===== src/rtl/loader_pkg.sv =====
// -----------------------------------------------------------------------------
// loader_pkg
// Shared definitions for the boot-time instruction memory loader.
//   loader_state_e : FSM state encoding used by imem_loader
//   LEN_BYTES      : bytes in the little-endian word-count header
//   CSUM_BYTES     : bytes in the trailing XOR checksum
//   BYTE_IDX_W     : width of the byte-within-word index in byte_packer
// -----------------------------------------------------------------------------
package loader_pkg;

    typedef enum logic [2:0] {
        ST_IDLE = 3'd0,
        ST_LEN  = 3'd1,
        ST_DATA = 3'd2,
        ST_CSUM = 3'd3,
        ST_DONE = 3'd4,
        ST_ERR  = 3'd5
    } loader_state_e;

    localparam int LEN_BYTES  = 4;
    localparam int CSUM_BYTES = 1;
    localparam int BYTE_IDX_W = $clog2(LEN_BYTES);

endpackage


===== src/rtl/imem_loader_byte_packer.sv =====
// -----------------------------------------------------------------------------
// byte_packer
// Assembles four consecutive stream bytes into one little-endian 32-bit word.
// The first byte lands in bits [7:0]. On the fourth byte word_valid pulses
// combinationally together with the completed word, so the caller can
// register the word on the same edge that accepts its last byte.
// Ports:
//   clk, rst        : clock, asynchronous active-low reset
//   clear           : restart assembly at byte 0 (new load)
//   byte_valid      : a byte is being accepted this cycle
//   byte_data [7:0] : the byte
//   word_valid      : this byte completes a word
//   word_data [31:0]: completed word (valid with word_valid)
// -----------------------------------------------------------------------------
module byte_packer
    import loader_pkg::*;
(
    input  logic        clk,
    input  logic        rst,
    input  logic        clear,
    input  logic        byte_valid,
    input  logic [7:0]  byte_data,
    output logic        word_valid,
    output logic [31:0] word_data
);

    logic [BYTE_IDX_W-1:0] byte_idx_q, byte_idx_d;
    logic [23:0]           low_bytes_q, low_bytes_d;

    always_comb begin
        byte_idx_d  = byte_idx_q;
        low_bytes_d = low_bytes_q;
        if (clear) begin
            byte_idx_d  = '0;
            low_bytes_d = '0;
        end else if (byte_valid) begin
            // The index wraps 3 -> 0, so the top byte never needs storing.
            byte_idx_d = byte_idx_q + 1'b1;
            case (byte_idx_q)
                2'd0:    low_bytes_d[7:0]   = byte_data;
                2'd1:    low_bytes_d[15:8]  = byte_data;
                2'd2:    low_bytes_d[23:16] = byte_data;
                default: ;
            endcase
        end
    end

    always_ff @(posedge clk or negedge rst) begin
        if (!rst) begin
            byte_idx_q  <= '0;
            low_bytes_q <= '0;
        end else begin
            byte_idx_q  <= byte_idx_d;
            low_bytes_q <= low_bytes_d;
        end
    end

    assign word_valid = byte_valid && (byte_idx_q == '1);
    assign word_data  = {byte_data, low_bytes_q};

endmodule


===== src/rtl/imem_loader.sv =====
// -----------------------------------------------------------------------------
// imem_loader
// Boot loader: receives a length-prefixed, XOR-checksummed image over a
// valid/ready byte stream, writes it to instruction memory and holds the CPU
// in reset until the image is verified.
// Frame: 4-byte word count N (LE), N*4 payload bytes, 1 checksum byte (XOR of
// payload bytes).
// Ports:
//   clk, rst           : clock, asynchronous active-low reset
//   start              : begin a load (honoured only in IDLE, DONE, ERR)
//   in_data/in_valid   : stream byte and its valid
//   in_ready           : loader accepts a byte this cycle
//   imem_we            : one-cycle word write strobe
//   imem_waddr         : word-aligned byte address of the write
//   imem_wdata         : write data
//   cpu_hold           : keep CPU in reset
//   done / error       : load verified / load aborted (levels)
// All outputs are registered.
// -----------------------------------------------------------------------------
module imem_loader
    import loader_pkg::*;
#(
    parameter int          IMEM_DEPTH = 256,
    parameter logic [31:0] BASE_ADDR  = 32'h0000_0000
) (
    input  logic        clk,
    input  logic        rst,
    input  logic        start,
    input  logic [7:0]  in_data,
    input  logic        in_valid,
    output logic        in_ready,
    output logic        imem_we,
    output logic [31:0] imem_waddr,
    output logic [31:0] imem_wdata,
    output logic        cpu_hold,
    output logic        done,
    output logic        error
);

    localparam int CNT_W = $clog2(IMEM_DEPTH) + 1;

    loader_state_e    state_q, state_d;
    logic [CNT_W-1:0] word_cnt_q, word_cnt_d;
    logic [CNT_W-1:0] num_words_q, num_words_d;
    logic [7:0]       xor_q, xor_d;

    logic             in_ready_q, in_ready_d;
    logic             imem_we_q, imem_we_d;
    logic [31:0]      imem_waddr_q, imem_waddr_d;
    logic [31:0]      imem_wdata_q, imem_wdata_d;
    logic             cpu_hold_q, cpu_hold_d;
    logic             done_q, done_d;
    logic             error_q, error_d;

    logic             fire;
    logic             load_start;
    logic             pk_valid;
    logic             pk_word_valid;
    logic [31:0]      pk_word;

    assign fire       = in_valid && in_ready_q;
    assign load_start = start && ((state_q == ST_IDLE) || (state_q == ST_DONE) ||
                                  (state_q == ST_ERR));
    // The packer assembles both the length header and the payload words.
    assign pk_valid   = fire && ((state_q == ST_LEN) || (state_q == ST_DATA));

    byte_packer u_packer (
        .clk        (clk),
        .rst        (rst),
        .clear      (load_start),
        .byte_valid (pk_valid),
        .byte_data  (in_data),
        .word_valid (pk_word_valid),
        .word_data  (pk_word)
    );

    always_comb begin
        state_d      = state_q;
        word_cnt_d   = word_cnt_q;
        num_words_d  = num_words_q;
        xor_d        = xor_q;
        imem_we_d    = 1'b0;
        imem_waddr_d = imem_waddr_q;
        imem_wdata_d = imem_wdata_q;

        case (state_q)
            ST_IDLE, ST_DONE, ST_ERR: begin
                if (start) begin
                    state_d     = ST_LEN;
                    word_cnt_d  = '0;
                    num_words_d = '0;
                    xor_d       = '0;
                end
            end
            ST_LEN: begin
                if (pk_word_valid) begin
                    // Full 32-bit compare so huge counts are rejected, not wrapped.
                    if (pk_word > 32'(IMEM_DEPTH)) begin
                        state_d = ST_ERR;
                    end else if (pk_word == 32'd0) begin
                        state_d = ST_CSUM;
                    end else begin
                        state_d     = ST_DATA;
                        num_words_d = pk_word[CNT_W-1:0];
                    end
                end
            end
            ST_DATA: begin
                if (fire) begin
                    xor_d = xor_q ^ in_data;
                end
                if (pk_word_valid) begin
                    imem_we_d    = 1'b1;
                    imem_waddr_d = BASE_ADDR + (32'(word_cnt_q) << 2);
                    imem_wdata_d = pk_word;
                    word_cnt_d   = word_cnt_q + 1'b1;
                    if (word_cnt_d == num_words_q) begin
                        state_d = ST_CSUM;
                    end
                end
            end
            ST_CSUM: begin
                if (fire) begin
                    state_d = (in_data == xor_q) ? ST_DONE : ST_ERR;
                end
            end
            default: state_d = ST_IDLE;
        endcase

        // Status outputs follow the next state so they register alongside it.
        in_ready_d = (state_d == ST_LEN) || (state_d == ST_DATA) || (state_d == ST_CSUM);
        done_d     = (state_d == ST_DONE);
        error_d    = (state_d == ST_ERR);
        cpu_hold_d = (state_d != ST_DONE);
    end

    always_ff @(posedge clk or negedge rst) begin
        if (!rst) begin
            state_q      <= ST_IDLE;
            word_cnt_q   <= '0;
            num_words_q  <= '0;
            xor_q        <= '0;
            in_ready_q   <= 1'b0;
            imem_we_q    <= 1'b0;
            imem_waddr_q <= BASE_ADDR;
            imem_wdata_q <= '0;
            cpu_hold_q   <= 1'b1;
            done_q       <= 1'b0;
            error_q      <= 1'b0;
        end else begin
            state_q      <= state_d;
            word_cnt_q   <= word_cnt_d;
            num_words_q  <= num_words_d;
            xor_q        <= xor_d;
            in_ready_q   <= in_ready_d;
            imem_we_q    <= imem_we_d;
            imem_waddr_q <= imem_waddr_d;
            imem_wdata_q <= imem_wdata_d;
            cpu_hold_q   <= cpu_hold_d;
            done_q       <= done_d;
            error_q      <= error_d;
        end
    end

    assign in_ready   = in_ready_q;
    assign imem_we    = imem_we_q;
    assign imem_waddr = imem_waddr_q;
    assign imem_wdata = imem_wdata_q;
    assign cpu_hold   = cpu_hold_q;
    assign done       = done_q;
    assign error      = error_q;

endmodule

===== config.mk =====
export PLATFORM = sky130hd
export DESIGN_NAME = imem_loader
export DESIGN_NICKNAME = d
export VERILOG_FILES = /design/src/rtl/loader_pkg.sv /design/src/rtl/imem_loader_byte_packer.sv /design/src/rtl/imem_loader.sv
export SDC_FILE = /design/constraint.sdc
export NUM_CORES = 1
export LEC_CHECK = 0
export ABC_AREA = 0
export CAP_MARGIN = 5
export CORE_MARGIN = 2
export CORE_UTILIZATION = 42
export CTS_CLUSTER_SIZE = 10
export DETAILED_ROUTE_END_ITERATION = 7
export GPL_ROUTABILITY_DRIVEN = 0
export PLACE_DENSITY = 0.68
export RECOVER_POWER = 100
export SLEW_MARGIN = 5
export SYNTH_ARGS = -nofsm -noshare
export SYNTH_HDL_FRONTEND = slang
export SYNTH_SLANG_ARGS = --single-unit

===== constraint.sdc =====
create_clock -name clk -period 2 [get_ports clk]
set_clock_uncertainty 0.15 [all_clocks]
set_input_delay 0.4 -clock clk [delete_from_list [all_inputs] [get_ports clk]]
set_output_delay 0.4 -clock clk [all_outputs]
set_load 0.05 [all_outputs]

Yosys cells after proc, flatten, opt, wreduce, memory -nomap -nowiden

Index checks and enable logic that the tools add are counted.

Div/mod/pow operators: 0
$mul: 0
Multiplexer cells: 28
$add $sub $neg: 2
Bitwise operators: 1
Shift-type cells: 0
Reduce and logical (&&, ||, !) cells: 26
$lt $le $gt $ge: 1
Eq/ne operators: 22

Operator list:

| cell                  | number |
|---|---|
| $mux W24              | 2 |
| $mux W9               | 5 |
| $mux W8               | 5 |
| $pmux W9 S2           | 2 |
| $gt A32 B9 Y1 const B | 1 |
| $logic_not A32 Y1     | 1 |
| $mux W3               | 6 |
| $pmux W8 S2           | 1 |
| $eq A3 B2 Y1 const B  | 4 |
| $eq A3 B3 Y1 const B  | 4 |
| $ne A2 B2 Y1 const B  | 6 |
| $pmux W3 S4           | 1 |
| $reduce_bool A2 Y1    | 6 |
| $add A9 B1 Y9 const B | 1 |
| $eq A9 B9 Y1          | 1 |
| $eq A8 B8 Y1          | 1 |
| $reduce_and A2 Y1     | 4 |
| $xor A8 B8 Y8         | 1 |
| $eq A3 B1 Y1 const B  | 2 |
| $reduce_and A3 Y1     | 2 |
| $logic_or A1 B1 Y1    | 5 |
| $reduce_and A5 Y1     | 1 |
| $eq A2 B2 Y1 const B  | 2 |
| $logic_and A1 B1 Y1   | 4 |
| 8 further kinds       | 12 |

Logic and storage cells: 95
Memories kept: 0
ROM bits: 0
Input port bits: 12
Bits in latches: 0
Register bits: 101
Memory bits (writable): 0

Longest topological paths before layout

Gate-level depths: netlist (run 1).

Depth in word-level cells: 9
Gate-level depth with buffers: 8
Gate-level depth less buffers: 6

Cells and area by module

Synthesis (run 1) repeated with hierarchy kept, for this count alone.

Cells, all modules: 543
Area, all modules: 5087.4 sq um

Modules (own cells, without submodules):

| module      | times used | area each (sq um) | cells an instance | sequential area each (sq um) |
|---|---|---|---|---|
| imem_loader | 1          | 3784.9            | 433               | 1878.1 |
| byte_packer | 1          | 1302.5            | 110               | 650.6 |

Worst setup path before layout (run 1)

Ideal clock, no wire load.

Path kind: reg-to-reg
Start point: register in_ready_q, in the netlist in_ready
End point: register num_words_q[0]
Arrival time: 1.965 ns
Path buffers: 1
Stages on the path, launching flop included: 7
Slack: -0.238 ns
Clock period less this slack: 2.238 ns
Path through: dfrtp_1 -> nand3_1 -> or3_1 -> a2111o_1 -> o31a_1 -> buf_6 -> mux2i_1

Longest elaborated chain between the ends: 5

Ends and longest elaborated chain:

| item                        | line                          | RTL |
|---|---|---|
| from (decl)                 | imem_loader.sv:47             | `logic in_ready_q, in_ready_d;` |
| from (signal assigned)      | imem_loader.sv:155            | `in_ready_q <= in_ready_d;` |
| $logic_and A1 B1 Y1         | imem_loader.sv:61             | `assign fire = in_valid && in_ready_q;` |
| $logic_and A1 B1 Y1         | imem_loader.sv:65             | `assign pk_valid = fire && ((state_q == ST_LEN) \|\| (state_q == ST_DATA));` |
| $logic_and A1 B1 Y1         | imem_loader_byte_packer.sv:58 | `assign word_valid = byte_valid && (byte_idx_q == '1);` |
| $ne A2 B2 Y1 (no line)      | --                            |  |
| $reduce_and A5 Y1 (no line) | --                            |  |
| to (signal assigned)        | imem_loader.sv:153            | `num_words_q <= num_words_d;` |
| to (decl)                   | imem_loader.sv:44             | `logic [CNT_W-1:0] num_words_q, num_words_d;` |

Every way passes these cells.
A chain may end at the register's enable or synchronous reset.

Worst setup path in the final report (run 1)

Start point: register u_packer.byte_idx_q[1]
End point: register num_words_q[3]

Longest elaborated chain between the ends: 4

Ends and longest elaborated chain:

| item                        | line                          | RTL |
|---|---|---|
| from (decl)                 | imem_loader_byte_packer.sv:27 | `logic [BYTE_IDX_W-1:0] byte_idx_q, byte_idx_d;` |
| from (signal assigned)      | imem_loader_byte_packer.sv:53 | `byte_idx_q <= byte_idx_d;` |
| $eq A2 B2 Y1                | imem_loader_byte_packer.sv:58 |  |
| $logic_and A1 B1 Y1         | imem_loader_byte_packer.sv:58 |  |
| $ne A2 B2 Y1 (no line)      | --                            |  |
| $reduce_and A5 Y1 (no line) | --                            |  |

Every way passes these cells.

==> results of run 1 <==
-- metrics by stage --
| step | instance area (um2) | hold slack, ps |
|---|---|---|
| 2_1_floorplan | 5020 | -45.6 |
| 3_3_place_gp | 5920 | 226 |
| 3_5_place_dp | 5920 | 236 |
| 4_1_cts | 6260 | 333 |
| 5_1_grt | 6120 | 347 |
| 6_report | 6120 | 325 |
-- layer usage --
layer	GRT usage, %	vias up
li1	-	2008
met1	24.7	1972
met2	32.9	92
met3	4.10	14
met4	7.56	0
met5	0	-
-- final cells by class --
class	instances	area, um2
Timing Repair Buffer	137	891
Fill cell	1098	5300
Tap cell	143	179
Multi-Input combinational cell	399	2160
Clock inverter	3	22.5
Inverter	19	71.3
Clock buffer	13	260
Sequential cell	101	2530
-- final timing paths --
path | from | end | slack [ps] | cells past startpoint
worst max-delay path | u_packer.byte_idx_q[1] | num_words_q[3] | -200 | 6
worst min-delay path | imem_waddr[7] | imem_waddr[7] | 320 | 2
worst max register to register | u_packer.byte_idx_q[1] | num_words_q[3] | -200 | 6
worst min register to register | imem_waddr[7] | imem_waddr[7] | 320 | 2
max in group asynchronous | rst | num_words_q[7] | 180 | 3
min in group asynchronous | rst | imem_waddr[7] | 520 | 2
-- worst register-to-register path: cells and delay by family (launching register included) --
kind	cells	cell delay (ps)
AO/OA/AOI/OAI	2	810
flip-flops	1	400
AND/OR/NAND/NOR	2	390
adder cells (fa/ha/maj)	1	180
multiplexers	1	140
-- layout by cell type, fill, tap and decap left out, types with 3 or more instances in the layout --
| master | netlist | layout |
|---|---|---|
| clkbuf_16 | 0 | 9 |
| a31oi_1 | 3 | 3 |
| buf_4 | 23 | 72 |
| a21oi_1 | 28 | 27 |
| nand3_1 | 40 | 38 |
| clkdlybuf4s50_1 | 0 | 8 |
| nor4_2 | 2 | 3 |
| ha_1 | 5 | 4 |
| clkbuf_2 | 0 | 4 |
| clkbuf_1 | 27 | 46 |
| inv_1 | 19 | 19 |
| nor3b_1 | 5 | 4 |
| dfrtp_1 | 100 | 99 |
| xnor2_1 | 13 | 13 |
| nor2_1 | 12 | 12 |
| and2_1 | 4 | 3 |
| mux2i_1 | 10 | 10 |
| clkinvlp_4 | 0 | 3 |
| clkbuf_4 | 0 | 3 |
| nor3_1 | 3 | 3 |
| o31ai_1 | 3 | 3 |
| conb_1 | 1 | 23 |
| xor2_1 | 11 | 11 |
| o21ai_0 | 19 | 18 |
| nor4_1 | 6 | 3 |
| o41ai_1 | 3 | 3 |
| a22o_1 | 7 | 7 |
| nand2_1 | 176 | 176 |
-- registers in the layout, summed over array words and instances, names as in the netlist --
| name | count |
|---|---|
| state_q | 3 |
| u_packer.low_bytes_q | 24 |
| word_cnt_q | 9 |
| cpu_hold | 1 |
| in_ready | 1 |
| imem_wdata | 32 |
| xor_q | 8 |
| u_packer.byte_idx_q | 2 |
| imem_waddr | 9 |
| num_words_q | 9 |
| error | 1 |
| done | 1 |
| imem_we | 1 |
-- timing repair --
item | CTS | global route
hold endpoints to repair | 29 | 0
gates resized for setup | 8 | 9
hold buffers | 1 | 0
gates cloned | 0 | 1
pin swaps | 1 | 4
endpoints found under the setup margin | 20 | 53
setup buffers | 0 | 3
-- power by group --
part	internal, mW	switching, mW	leakage (nW)
clock	0.913	0.747	0.128
sequential	2.29	0.207	1.38
combinational	0.932	1.14	1.53
total	4.14	2.10	3.04
-- logic make-up (layout without fill, tap and decap cells) --
group	after synthesis	count (layout)
and+or+nand+nor	263	263
xor gates and xnor gates	24	24
muxes	10	10
other	1	23
adders and majority gates	5	5
DFF	101	101
AOI/OAI and AO/OA	73	74
buffers and inverters	80	172
==> impl_results.md, run 1 <==
- CTS buffer count: 9
- Register area share after synthesis: 51.3%
- Final ANT Viol Nets: 0
- Final Total Pwr: 6.23 mW
- TritonCTS clock tree: yes
- Synth warn: 0
- WP buf/inv: 0
- Failing checks: setup timing
- Fmax: between 400 and 500 MHz
- Max-slew headroom: between 40% and 50%
- Total leakage power: 3.04 nW
- Worst-path fanout max: 4
- MaxCap Viol Count: 0
- Drt drc: 0
- Layout cells sized above 1: approximately 17%
- Area Growth Syn to Fin: 24.0%
- PwrDens: 1020 nW/um2
- CTS clk-pin slew, worst paths: 70 ps
- Critical-path top delay cell: a2111o_1
- PortBufs: 57
- Antenna violations before repair: 0
- Largest net degree at the start of global routing: 42
- WL met3: 541 um
- Cell accounting for the most synthesized area: dfrtp_1
- Distinct cells, synth: 48
- Core area: 11400 um2
- Latest clock arrival within the worst-skew pair: 340 ps
- Die Span X: roughly 110 um
- Initial Utilization: between 40% and 50%
- Final setup fails: 17
- Most common cell in the netlist: nand2_1
- # placed instances: 794
- Crit-path cells: ha_4, nand3_2, or3_1, a2111o_1, o31a_2, mux2i_1
- CP Class: reg -> reg
- Layout net count: 684
- Status: complete, but fails checks
- Metal-1 WL: between 5000 and 6000 um
- Top cell family by delay on the critical path: compound AO/OA/AOI/OAI gates
- Final wirelength: 12100 um
- Setup crit end kind: flop
- Main combinational cell family by area after synthesis: simple AND/OR/NAND/NOR gates
- Core Util, Final: 53.6%
- First-pass DRT Iterations: 4
- Vias in the first global route: 4159
- Iter 0 DRT Violations: 170
- GRT Overall Usage: 19.5%
- Total gr overflow: 0
- Number of H-tree levels: 3
- Syn Area/Cell: 8.85 um2
- Final hold viol count: 0
- Avg Vias per Cell: 5.01
- Final Max Tran Viols: 0
- Worst slack at placement: -664 ps
- Synth top area share: around half
- Simple-Gate Fraction of Synth Area: between 20% and 30%
- Routed via count: 4086
- Peak supply drop: 0.000603 V
- Detailed placer's ending HPWL: 8650 um
- Uppermost routed layer: met4
- Max incr delay on CP: 430 ps
- Ranking of synthesized cells by area: dfrtp_1 51%, nand2_1 13%, nand3_1 4.1%
- Met2 WL: approximately 6300 um
- Clock Tree Buf Depth: 2
- RSZ-0062 raised after global routing: yes
- Post-synth top cells: 176 x nand2_1, 100 x dfrtp_1, 40 x nand3_1, 28 x a21oi_1, 27 x clkbuf_1
- Top Ports: between 80 and 90
- Post-Synth Adder-Cell Area: 1.27%
- DR WL/cell: 14.8 um
- ANT cells: 0
- Actual slew at the worst max-slew pin: 810 ps
- Post-Layout Cell Count: 815
- Die H: 112 um
- Die area: 12600 um2
- Arrival time worst endpoint: 2270 ps
- Synth Area in XOR/XNOR: between 4 and 5%
- Async S/R FF share, synth: 100%
- Clock root buffer: clkbuf_16
- First-pass GRT wire length: 19900 um
- Critical Path Source Type: flop
- Post-synth EDFFs: 0
- Post-synthesis cell area: 4930 um2
- Minimum clock period: approximately 2200 ps
- Synth Instances: 557
- Setup ws final: -195 ps
- Mux share of post-synthesis cell area: 2.03%
- Worst EP required: between 2000 and 2500 ps
- Fin crit share: 110%
- Register bit total from synthesis: ~100
- Class of the worst hold path: reg -> reg
- # rows: 39
- Synth Area in Compound Gates: 9.13%
- Top_reg_cell synth: dfrtp_1
- Sink Count: 101
- Setup TNS: -1770 ps
Note: power is estimated with default switching activity, not from simulation.
==> run 2, diff against run 1 <==
--- a/config.mk
+++ b/config.mk
@@ -7,13 +7,14 @@
 export LEC_CHECK = 0
 export ABC_AREA = 0
 export CAP_MARGIN = 5
-export CORE_MARGIN = 2
+export CORE_MARGIN = 4
 export CORE_UTILIZATION = 42
 export CTS_CLUSTER_SIZE = 10
 export DETAILED_ROUTE_END_ITERATION = 7
 export GPL_ROUTABILITY_DRIVEN = 0
 export PLACE_DENSITY = 0.68
 export RECOVER_POWER = 100
+export SKIP_CTS_REPAIR_TIMING = 1
 export SLEW_MARGIN = 5
 export SYNTH_ARGS = -nofsm -noshare
 export SYNTH_HDL_FRONTEND = slang
==> run 2 against run 1 <==
Against the previous run: critical path depth unchanged; global-route usage down 1.1 points; largest power group unchanged; first-iteration DRC count up 56%; critical path type unchanged; largest cell class unchanged; the run still ends with setup timing left; fmax down 1.7%; non-clock buffer count unchanged.
==> impl_results.md, run 2 (synthesis gave the netlist of run 1 again) <==
- Failing checks: setup timing (unchanged)
- Most Crowded Layer GR: met2 (unchanged)
- PwrDens: 1050 nW/um2 (was 1020 nW/um2)
- Class of the worst hold path: reg -> reg (unchanged)
- Die area: 13500 um2 (was 12600 um2)
- Setup TNS: -2690 ps (was -1770 ps)
- Multi-input gate area: 2160 um2 (about the same)
- Area Growth Syn to Fin: 25.5% (was 24.0%)
- Max-slew headroom: 25.7% (was 46.0%)
- Peak supply drop: 0.000668 V (was 0.000603 V)
- Final hold viol count: 0 (unchanged)
- Routed via count: 4099 (was 4086)
- Most frequent cells in the layout: 176 x nand2_1, 99 x dfrtp_1, 72 x buf_4 (unchanged)
- Total gr overflow: 0 (unchanged)
- # rows: 39 (unchanged)
- Commonest non-fill, non-tap cell in the layout: nand2_1 (unchanged)
- Fin crit share: 112% (was 110%)
- CTS buffer count: 9 (unchanged)
- Final Max Tran Viols: 0 (unchanged)
- CP Class: reg -> reg (unchanged)
- Met1 usage: 24.6% (was 24.7%)
- Largest register FFs: 32 (unchanged)
- Layout net count: 684 (unchanged)
- Placed inst area: 5920 um2 (about the same)
- Worst slack at placement: -630 ps (was -664 ps)
- Storage cell area: 2530 um2 (unchanged)
- Latest clock arrival within the worst-skew pair: 340 ps (about the same)
- R2R cell count: 6 (unchanged)
- Largest net degree at the start of global routing: 49 (was 42)
- Arrival time worst endpoint: 2300 ps (was 2270 ps)
- Final ANT Viol Nets: 0 (unchanged)
- Finished Cell Area: 6190 um2 (was 6120 um2)
- Layout cells sized above 1: 17.4% (was 17.3%)
- Hold Slack: 325 ps (about the same)
- Actual slew at the worst max-slew pin: 1110 ps (was 810 ps)
- Filler Cells Inserted: 1060 (was 1098)
- PortBufs: 57 (unchanged)
- First-pass DRT Iterations: 5 (was 4)
- Flop2flop setup slack: -230 ps (was -200 ps)
- Vias in the first global route: 4173 (was 4159)
- Total leakage power: 3.08 nW (was 3.04 nW)
- Detailed placer's ending HPWL: 8620 um (was 8650 um)
- RSZ-0062 raised after global routing: yes (unchanged)
- Met2 GRT Util: 30.5% (was 32.9%)
- End of the worst register-to-register path: num_words_q[8] (was num_words_q[3])
- Clock root buffer: clkbuf_16 (unchanged)
- M3 GR Usage: 2.85% (was 4.10%)
- Worst hold path cell count: 2 (unchanged)
- TritonCTS clock tree: yes (unchanged)
- Number of H-tree levels: 3 (unchanged)
- Fmax: 448 MHz (was 456 MHz)
- GRT Overall Usage: 18.3% (was 19.5%)
- Initial Utilization: 43.0% (was 43.2%)
- Setup crit end kind: flop (unchanged)
- End of the critical path: num_words_q[8] (was num_words_q[3])
- Antenna violations before repair: 0 (unchanged)
- Post-Layout Cell Count: 815 (unchanged)
- First-pass GRT wire length: 19900 um (about the same)
- Iter 0 DRT Violations: 265 (was 170)
- Minimum clock period: 2230 ps (was 2200 ps)
- Worst r2r src: u_packer.low_bytes_q[10] (was u_packer.byte_idx_q[1])
- Worst EP required: 2070 ps (about the same)
- Die Span X: 116 um (was 112 um)
- Top Ports: 81 (unchanged)
- Worst Setup SP: u_packer.low_bytes_q[10] (was u_packer.byte_idx_q[1])
- Core area: 11500 um2 (was 11400 um2)
- ANT cells: 0 (unchanged)
- Critical Path Source Type: flop (unchanged)
- Status: complete, but fails checks (unchanged)
- # placed instances: 796 (was 794)
- MaxCap Viol Count: 0 (unchanged)
- Clock Tree Buf Depth: 2 (unchanged)
- Avg Vias per Cell: 5.03 (was 5.01)
- Setup ws final: -233 ps (was -195 ps)
- Final wirelength: 12000 um (was 12100 um)
- Worst-path fanout max: 4 (unchanged)
- Die H: 116 um (was 112 um)
- Drt drc: 0 (unchanged)
- DR WL/cell: 14.7 um (was 14.8 um)
- Sink Count: 101 (unchanged)
- CTS clk-pin slew, worst paths: 70 ps (about the same)
- Final setup fails: 17 (unchanged)
==> run 2: layer usage <==
layer / vias up / routed length, um
met1: 1952 / 5130
met3: 21 / 579
met2: 117 / 6030
li1: 2009 / -
met5: - / 0
met4: 0 / 221
==> run 2: worst min path at each step <==
stage	from	end	slack, ps
floorplan	rst	done	-50
global placement	rst	imem_wdata[30]	150
detailed placement	rst	imem_wdata[30]	150
CTS	rst	imem_wdata[30]	-210
global route	imem_wdata[23]	imem_wdata[23]	350
finish	imem_wdata[31]	imem_wdata[31]	330
==> run 2: final cells by class <==
| type | count | area share [%] |
|---|---|---|
| multi-input combinational | 399 | 34.9 |
| timing repair buffer | 137 | 14.8 |
| tap | 143 | 2.89 |
| clock buffer | 11 | 4.08 |
| sequential | 101 | 40.9 |
| clock inverter | 5 | 1.31 |
| inverter | 19 | 1.15 |
==> run 2: where the power goes <==
group,switching [mW],leakage (nW),internal (mW),total [mW]
combinational,1.14,1.54,0.925,2.06
clock,0.755,0.162,1.17,1.92
sequential,0.203,1.38,2.29,2.49
total,2.09,3.08,4.38,6.48
==> run 2: worst max-delay path, cell delays in order (launching register included) <==
cell	delay [ps]
dfrtp_1	400
nor4_2	270
buf_4	160
nand4_1	120
a2111o_1	460
o31a_2	420
mux2i_1	130
==> run 2: stage by stage <==
stage | power, mW | util [%]
3_5_place_dp | 4.48 | 51.6
5_1_grt | 6.84 | 54.0
6_report | 6.48 | 54.0
2_1_floorplan | 3.79 | -
3_3_place_gp | 4.43 | 51.6
4_1_cts | 6.42 | 54.5
==> run 3, diff against run 2 <==
--- a/config.mk
+++ b/config.mk
@@ -8,11 +8,12 @@
 export ABC_AREA = 0
 export CAP_MARGIN = 5
 export CORE_MARGIN = 4
-export CORE_UTILIZATION = 42
+export CORE_UTILIZATION = 48
 export CTS_CLUSTER_SIZE = 10
 export DETAILED_ROUTE_END_ITERATION = 7
 export GPL_ROUTABILITY_DRIVEN = 0
-export PLACE_DENSITY = 0.68
+export MAX_ROUTING_LAYER = met4
+export PLACE_DENSITY = 0.76
 export RECOVER_POWER = 100
 export SKIP_CTS_REPAIR_TIMING = 1
 export SLEW_MARGIN = 5
==> run 3 against run 2 <==
Against the previous run: routed wire length grew 3.6%; hold slack improved by 4.8 ps; fmax increased by 1.6%; register-to-register slack better by 40 ps; combinational power is 12% higher; core utilization is 7.2 points higher; cell area decreased by 2.0%; largest cell class unchanged; critical endpoint is now num_words_q[3]; clock power decreased by 30%; global-route usage rose by 3.2 points; sequential share of layout area rose by 0.83 points; via count grew 4.8%; the run still ends with setup timing left; non-clock buffer count grew 4.
==> impl_results.md, run 3 (synthesis gave the netlist of run 1 again) <==
- Min-delay src: imem_waddr[7] (was imem_wdata[31])
- Critical Path Source Type: flop (unchanged)
- R2R cell count: 5 (was 6)
- Routed via count: 4294 (was 4099)
- Storage cell area: 2530 um2 (unchanged)
- Largest register FFs: 32 (unchanged)
- Flop2flop setup slack: -200 ps (was -230 ps)
- Worst hold path cell count: 2 (unchanged)
- Minimum clock period: 2200 ps (was 2230 ps)
- Worst slack at placement: -720 ps (was -630 ps)
- Fmax: 455 MHz (was 448 MHz)
- Die Span X: 109 um (was 116 um)
- Number of H-tree levels: 3 (unchanged)
- Drt drc: 0 (unchanged)
- Area Growth Syn to Fin: 23.0% (was 25.5%)
- Layout net count: 688 (was 684)
- Placed inst area: 5920 um2 (about the same)
- Setup ws final: -197 ps (was -233 ps)
- Multi-input gate area: 2170 um2 (was 2160 um2)
- Hold endpoint: imem_waddr[7] (was imem_wdata[31])
- Class of the worst hold path: reg -> reg (unchanged)
- Actual slew at the worst max-slew pin: 774 ps (was 1110 ps)
- Commonest non-fill, non-tap cell in the layout: nand2_1 (unchanged)
- Core area: 9910 um2 (was 11500 um2)
- GRT Overall Usage: 21.5% (was 18.3%)
- Sink Count: 101 (unchanged)
- Metal-1 WL: 5150 um (was 5130 um)
- Worst EP required: 2090 ps (was 2070 ps)
- # rows: 36 (was 39)
- Max incr delay on CP: 500 ps (was 460 ps)
- Final setup fails: 14 (was 17)
- Finished Cell Area: 6070 um2 (was 6190 um2)
- Avg Vias per Cell: 5.31 (was 5.03)
- Worst-path fanout max: 4 (unchanged)
- Crit-path cells: nor4_4, nand3_1, a2111o_1, o31a_2, mux2i_1 (was nor4_2, buf_4, nand4_1, a2111o_1, o31a_2, mux2i_1)
- Latest clock arrival within the worst-skew pair: 360 ps (was 340 ps)
- Uppermost routed layer: met4 (unchanged)
- First-pass DRT Iterations: 5 (unchanged)
- RSZ-0062 raised after global routing: yes (unchanged)
- CTS clk-pin slew, worst paths: 100 ps (was 70 ps)
- Met2 WL: 6430 um (was 6030 um)
- Layout cells sized above 1: 18.5% (was 17.4%)
- Filler Cells Inserted: 871 (was 1060)
- Clock Tree Buf Depth: 2 (unchanged)
- Fin crit share: 110% (was 112%)
- TritonCTS clock tree: yes (unchanged)
- Most frequent cells in the layout: 176 x nand2_1, 99 x dfrtp_1, 80 x buf_4 (was 176 x nand2_1, 99 x dfrtp_1, 72 x buf_4)
- MaxCap Viol Count: 0 (unchanged)
- Final ANT Viol Nets: 0 (unchanged)
- Die area: 12000 um2 (was 13500 um2)
- First-pass GRT wire length: 19900 um (about the same)
- Failing checks: setup timing (unchanged)
- Detailed placer's ending HPWL: 8900 um (was 8620 um)
- Die H: 109 um (was 116 um)
- Final Max Tran Viols: 0 (unchanged)
- Top cell family by delay on the critical path: compound AO/OA/AOI/OAI gates (unchanged)
- PortBufs: 57 (unchanged)
- Final wirelength: 12400 um (was 12000 um)
- End of the worst register-to-register path: num_words_q[3] (was num_words_q[8])
- WL met3: 644 um (was 579 um)
- Max-slew headroom: 48.4% (was 25.7%)
- Final hold viol count: 0 (unchanged)
- WP buf/inv: 0 (was 1)
- Largest net degree at the start of global routing: 38 (was 49)
- Iter 0 DRT Violations: 244 (was 265)
- DR WL/cell: 15.3 um (was 14.7 um)
- Top Ports: 81 (unchanged)
- Critical-path top delay cell: a2111o_1 (unchanged)
- CP Class: reg -> reg (unchanged)
- PwrDens: 1030 nW/um2 (was 1050 nW/um2)
- Antenna violations before repair: 0 (unchanged)
- Total gr overflow: 0 (unchanged)
- Total leakage power: 3.03 nW (was 3.08 nW)
- Clock root buffer: clkbuf_8 (was clkbuf_16)
- Status: complete, but fails checks (unchanged)
- Worst r2r src: u_packer.low_bytes_q[0] (was u_packer.low_bytes_q[10])
- Arrival time worst endpoint: 2290 ps (was 2300 ps)
- Peak supply drop: 0.000531 V (was 0.000668 V)
- Initial Utilization: 49.8% (was 43.0%)
- Setup crit end kind: flop (unchanged)
- CTS buffer count: 9 (unchanged)
- Vias in the first global route: 4130 (was 4173)
- ANT cells: 0 (unchanged)
==> run 3: final cells by class <==
type                    count  share of cell area [%]
inverters                  19                    1.18
multi-input cells         399                    35.8
clock buffers              10                    2.27
repair buffers            141                    15.2
clock inverters             6                    1.15
well taps                 133                    2.74
flip-flops and latches    101                    41.7
==> run 3: where the power goes <==
| part | switching (mW) | internal (mW) | total, mW |
|---|---|---|---|
| Clock | 0.721 | 0.625 | 1.35 |
| Sequential | 0.250 | 2.33 | 2.58 |
| Combinational | 1.24 | 1.06 | 2.30 |
==> run 3: routing by layer <==
metal | up-vias | global-route usage (%)
li1 | 2017 | -
met1 | 2110 | 27.5
met2 | 149 | 35.4
met3 | 18 | 2.94
met4 | 0 | 7.21
met5 | - | -
==> run 3: stage by stage <==
stage | setup TNS, ps | hold WS (ps) | std cells | power [mW] | utilization (%)
after global routing | -3590 | 351 | 809 | 6.57 | 61.2
final | -1700 | 330 | 809 | 6.23 | 61.2
after global placement | -16260 | 212 | 788 | 4.68 | 59.7
after floorplan | -822 | -45.6 | 579 | 3.79 | -
after CTS | -4590 | -182 | 804 | 6.10 | 61.8
after detailed placement | -17980 | 215 | 788 | 4.74 | 59.7
==> run 3: worst max-delay path by stage <==
stage	start	end	slack (ps)	cells past startpoint
floorplan	u_packer.byte_idx_q[0]	num_words_q[0]	-90	7
global placement	in_data[2]	num_words_q[7]	-690	6
detailed placement	in_data[1]	num_words_q[1]	-720	6
CTS	in_data[1]	num_words_q[1]	-340	6
global route	u_packer.low_bytes_q[14]	num_words_q[3]	-290	6
finish	u_packer.low_bytes_q[0]	num_words_q[3]	-200	5
==> run 3: worst min-delay path: stages (launching register included) <==
cell and delay (ps):
dfrtp_1 350, nand2_1 50, nand2_1 50
